===== config.mk =====
export PLATFORM = sky130hd
export DESIGN_NAME = ff_bank_arbiter
export DESIGN_NICKNAME = d
export VERILOG_FILES = /design/src/rtl/ff_bank_arbiter.sv
export SDC_FILE = /design/constraint.sdc
export NUM_CORES = 1
export LEC_CHECK = 0
export ABC_CLOCK_PERIOD_IN_PS = 3550
export CORE_MARGIN = 10
export CORE_UTILIZATION = 35
export DETAILED_ROUTE_END_ITERATION = 7
export GPL_TIMING_DRIVEN = 0
export PLACE_DENSITY = 0.65
export SETUP_SLACK_MARGIN = 0.3
export SYNTH_ARGS = -nofsm -noshare
export SYNTH_HDL_FRONTEND = slang
export SYNTH_SLANG_ARGS = --single-unit

===== constraint.sdc =====
create_clock -name clk -period 3.55 [get_ports clk]
set_input_delay 0.71 -clock clk [delete_from_list [all_inputs] [get_ports clk]]
set_output_delay 0.71 -clock clk [all_outputs]
set_load 0.01 [all_outputs]

===== src/rtl/ff_bank_arbiter.sv =====
// ff_bank_arbiter: a WIDTH-bit register bank q with shared write access.
//   Requester D loads a full word. Requester T inverts the bits set in t_mask.
//   A round-robin FSM grants one operation at a time. Each granted operation
//   spends exactly one SERVE cycle, commits at that cycle's closing edge, and
//   is then followed by GAP enforced idle cycles in HOLD.
// Optional feature macro: FF_BANK_CLR_EN adds a clear requester
//   (clr_req / clr_ack, state SERVE_C) that wins arbitration in IDLE.
// Reset is synchronous and active-high, and it overrides every other event.
module ff_bank_arbiter #(
  parameter int WIDTH = 8,
  parameter int GAP   = 0
) (
  input  logic             clk,
  input  logic             reset,
  input  logic             d_req,
  input  logic [WIDTH-1:0] d_data,
  output logic             d_ack,
  input  logic             t_req,
  input  logic [WIDTH-1:0] t_mask,
  output logic             t_ack,
`ifdef FF_BANK_CLR_EN
  input  logic             clr_req,
  output logic             clr_ack,
`endif
  output logic [WIDTH-1:0] q,
  output logic             busy,
  output logic             last_src
);

  // Load value for the gap counter. HOLD runs while the counter counts down
  // to zero, so GAP-1 gives exactly GAP cycles in HOLD.
  localparam logic [3:0] GAP_LOAD = (GAP > 0) ? 4'(GAP - 1) : 4'd0;

  typedef enum logic [2:0] {
    ST_IDLE    = 3'd0,
    ST_SERVE_D = 3'd1,
    ST_SERVE_T = 3'd2,
`ifdef FF_BANK_CLR_EN
    ST_SERVE_C = 3'd4,
`endif
    ST_HOLD    = 3'd3
  } state_t;

  state_t           r_state;
  state_t           w_next;
  logic [WIDTH-1:0] r_q;
  logic             r_last_src;
  logic             r_ptr;      // 0: D wins a tie, 1: T wins a tie
  logic [3:0]       r_gap_cnt;

  // State register. Reset returns the FSM to IDLE from any state, which
  // drops a pending commit and aborts a gap.
  always_ff @(posedge clk) begin
    // NOTE: state updates use non-blocking assignments so every register
    // samples the values from before the edge, whatever the block order.
    if (reset) begin
      r_state <= ST_IDLE;
    end else begin
      r_state <= w_next;
    end
  end

  // Next-state decode: arbitration in IDLE, the fixed one-cycle SERVE, then HOLD.
  always_comb begin
    // NOTE: the default comes first, so every path assigns w_next and no
    // latch is inferred.
    w_next = r_state;
    unique case (r_state)
      ST_IDLE: begin
`ifdef FF_BANK_CLR_EN
        if (clr_req) w_next = ST_SERVE_C;
        else
`endif
        if (d_req && t_req) w_next = r_ptr ? ST_SERVE_T : ST_SERVE_D;
        else if (d_req)     w_next = ST_SERVE_D;
        else if (t_req)     w_next = ST_SERVE_T;
        else                w_next = ST_IDLE;
      end
`ifdef FF_BANK_CLR_EN
      ST_SERVE_C,
`endif
      ST_SERVE_D,
      ST_SERVE_T: begin
        w_next = (GAP > 0) ? ST_HOLD : ST_IDLE;
      end
      ST_HOLD: begin
        // Requests are not looked at here. They wait until IDLE.
        if (r_gap_cnt == 4'd0) w_next = ST_IDLE;
      end
      default: w_next = ST_IDLE;
    endcase
  end

  // Bank datapath: commit the granted operation at the closing edge of SERVE
  // and run the gap counter. The grant is final, so the request inputs are
  // not checked here again.
  always_ff @(posedge clk) begin
    if (reset) begin
      r_q        <= '0;
      r_last_src <= 1'b0;
      r_ptr      <= 1'b0;
      r_gap_cnt  <= 4'd0;
    end else begin
      unique case (r_state)
        ST_SERVE_D: begin
          r_q        <= d_data;
          r_last_src <= 1'b0;
          r_ptr      <= 1'b1;
          r_gap_cnt  <= GAP_LOAD;
        end
        ST_SERVE_T: begin
          r_q        <= r_q ^ t_mask;
          r_last_src <= 1'b1;
          r_ptr      <= 1'b0;
          r_gap_cnt  <= GAP_LOAD;
        end
`ifdef FF_BANK_CLR_EN
        ST_SERVE_C: begin
          // A clear does not change fairness between D and T.
          r_q       <= '0;
          r_gap_cnt <= GAP_LOAD;
        end
`endif
        ST_HOLD: begin
          if (r_gap_cnt != 4'd0) r_gap_cnt <= r_gap_cnt - 4'd1;
        end
        default: ;
      endcase
    end
  end

  // The acks and busy are decoded from the registered state, so each ack is
  // high for exactly the one SERVE cycle.
  assign d_ack    = (r_state == ST_SERVE_D);
  assign t_ack    = (r_state == ST_SERVE_T);
`ifdef FF_BANK_CLR_EN
  assign clr_ack  = (r_state == ST_SERVE_C);
`endif
  assign busy     = (r_state != ST_IDLE);
  assign q        = r_q;
  assign last_src = r_last_src;

endmodule


==> metrics.md <==
| Metric | Value |
|---|---|
| Critical path class | register to primary output |
| CTS Buffer Depth | 2 |
| EDFF count, synth | 0 |
| Final Instance Area | 1250 um2 |
| CP Launch Type | register |
| Avg WL per Cell | 14.8 um |
| Worst Setup End Kind | primary output |
| Placed instance count | 161 |
| Crit-path cells | inv_1 -> ha_1 -> inv_1 -> clkdlybuf4s50_1 |
| Register area share after synthesis | 35.9% |
| Hold Fails Final Rpt | 0 |
| Setup TNS | 0 ns |
| Synth top area share | 35.9% |
| Max cap viols | 0 |
| Drt first pass iters | 4 |
| Layout cell share with drive strength beyond 1 | 8.21% |
| Most common cell after layout, fill and taps aside | clkdlybuf4s50_1 |
| Area leader, netlist | dfxtp_1 |
| Fillers | 249 |
| Post_cts resized | 0 |
| Met1 Usage GRT | 11.5% |
| Slowest CP cell | clkdlybuf4s50_1 |
| Die ar. | 4970 um2 |
| Largest net degree at the start of global routing | 11 |
| GRT met3 Usage | 5.37% |
| Io pins | 32 |
| Post-CTS Setup Bufs | 0 |
| Library cells used by synthesis | 28 |
| CP most frequent cell | inv_1 |
| Die H | 70.5 um |
| First-pass GRT wire length | 4290 um |
| Met2 usage | 15.7% |
| Ant diodes | 0 |
| Post-synthesis cell area | 893 um2 |
| CTS Buf Count | 3 |
| Number of global-route vias before repair | 901 |
| Core Area | 2450 um2 |
| Area after DPL | 1230 um2 |
| Async set-reset flop share out of synthesis | 0% |
| RSZ-0062 raised after global routing | no |
| RD Place Congestion | 0.676 |
| Pins over their slew limit | 0 |
| Peak Freq | 442 MHz |
| Synthesized flop and latch total | 16 |
| Tightest Hold Check Type | register to register |
| CP peak stage delay | 0.53 ns |
| Clock transition at path regs | 0.10 ns |
| Detailed-route via count | 867 |
| Post-Layout Cell Count | 164 |
| WP data required | 2.84 ns |
| Worst Path Buf+Inv | 3 |
| Final HPWL DP | 1930 um |
| Nets | 161 |
| Gr busiest metal | met2 |
| Area growth from synthesis to layout | 40.3% |
| Area contributors post-synth | dfxtp_1 36%, a32o_1 9.0%, ha_1 7.0% |
| Tot GR Track Use | 10.1% |
| Initial antenna violation count | 0 |
| Worst Skew | 0.00851 ns |
| Final setup viols | 0 |
| Power Density | 323 nW/um2 |
| Die width | 70.5 um |
| CTS tree | yes |
| Worst-Margin Slew | 0.416 ns |
| Syn nets | 126 |
| Root buf cell | clkbuf_4 |
| # hold bufs at CTS | 0 |
| Clk sinks | 16 |
| Vias per cell | 5.29 |
| IO buf count | 30 |
| WP data arrival | 1.55 ns |
| Warnings, synthesis | 0 |
| Rel. slew slack | 72.3% |
| 1st-iter DRT viols | 49 |
| Commonest non-fill, non-tap cells in the layout | 30 x clkdlybuf4s50_1, 16 x dfxtp_1, 8 x inv_1, 8 x o21ai_0, 8 x a32o_1 |
| Critical Path Fanout Max | 4 |
| # rows | 18 |
| Final period util | 63.8% |
| Later-pin clock latency in the skew report | 0.28 ns |
| Ys flop type | dfxtp_1 |
| # DRC | 0 |
| Remaining Overflow, GRT | 0 |
| Post-route minimum period | 2.26 ns |
| Peak supply drop | 175 uV |
| Cells after Synth | 101 |
| Outcome | finished clean |
| Starting Density | 36.4% |
| Final WL | 2430 um |
| Syn_area_per_cell | 8.85 um2 |
| Post-DRT Antenna Nets | 0 |
| Delay-heaviest family, CP | buffers and inverters |
| LEAKAGE | 0.000450 uW |
| # H-tree levels | 1 |
-- stage by stage --
stage / total power (uW) / utilization [%] / hold WS, ns / worst slack [ns]
global placement: 311 / 50.2 / 0.478 / 1.60
CTS: 407 / 51.1 / 0.514 / 1.27
finish: 404 / 51.1 / 0.509 / 1.29
global route: 430 / 51.1 / 0.531 / 1.19
floorplan: 257 / - / 0.464 / 2.08
detailed placement: 313 / 50.2 / 0.491 / 1.59
-- logic make-up after synthesis --
family / Yosys count / synth area share [%]
compound gates: 36 / 31.0
simple gates: 28 / 17.9
flops: 16 / 35.9
buf+inv: 15 / 7.14
fa+ha+maj: 5 / 7.00
mux: 1 / 1.12
-- cells in the mapped netlist, types with 2 or more instances --
| master | count |
|---|---|
| o2bb2ai_1 | 4 |
| o21ai_0 | 8 |
| a21oi_1 | 5 |
| o2111ai_1 | 2 |
| nor2b_1 | 6 |
| clkbuf_1 | 2 |
| dfxtp_1 | 16 |
| nand3_1 | 6 |
| a32o_1 | 8 |
| a22o_1 | 4 |
| nand2_1 | 6 |
| ha_1 | 5 |
| buf_2 | 3 |
| nor2_1 | 4 |
| nand2b_1 | 2 |
| inv_1 | 8 |
-- path summary, 6_finish.rpt --
check | startpoint | to | slack [ns] | cells after the start
worst max-delay path | r_state[0] | busy | 1.29 | 4
worst min-delay path | last_src | last_src | 0.51 | 2
worst min register to register | last_src | last_src | 0.51 | 2
worst max register to register | r_state[0] | q[4] | 1.94 | 6
-- cell type report --
cell class	instances	area, um2	share of cell area [%]
multi-input combinational	70	509	40.6
sequential	16	320	25.5
timing repair buffer	30	300	24.0
tap	30	37.5	2.99
inverter	9	33.8	2.69
buffer	6	30.0	2.40
clock buffer	3	22.5	1.80
-- where the power goes --
part / switching, uW / internal [uW]
logic: 46.4 / 62.2
registers: 8.56 / 191
clock network: 57.2 / 39.3
total: 112 / 292
-- per-layer routing --
| metal | vias up | share of wire [%] |
|---|---|---|
| li1 | 442 | - |
| met1 | 396 | 44 |
| met2 | 27 | 44 |
| met3 | 2 | 12 |
| met4 | 0 | 0.33 |
| met5 | - | 0 |
-- worst register-to-register path, stage by stage, from the launching register on --
cell     delay (ns)
dfxtp_1        0.38
inv_1          0.08
ha_1           0.23
inv_1          0.19
buf_2          0.25
o21ai_0        0.11
a32o_1         0.26
-- state kept, by name, summed over array words and instances (netlist names) --
| name | flops |
|---|---|
| r_gap_cnt | 4 |
| r_state | 2 |
| last_src | 1 |
| q | 8 |
| r_ptr | 1 |
No activity file was read; power rests on OpenSTA's default activity.
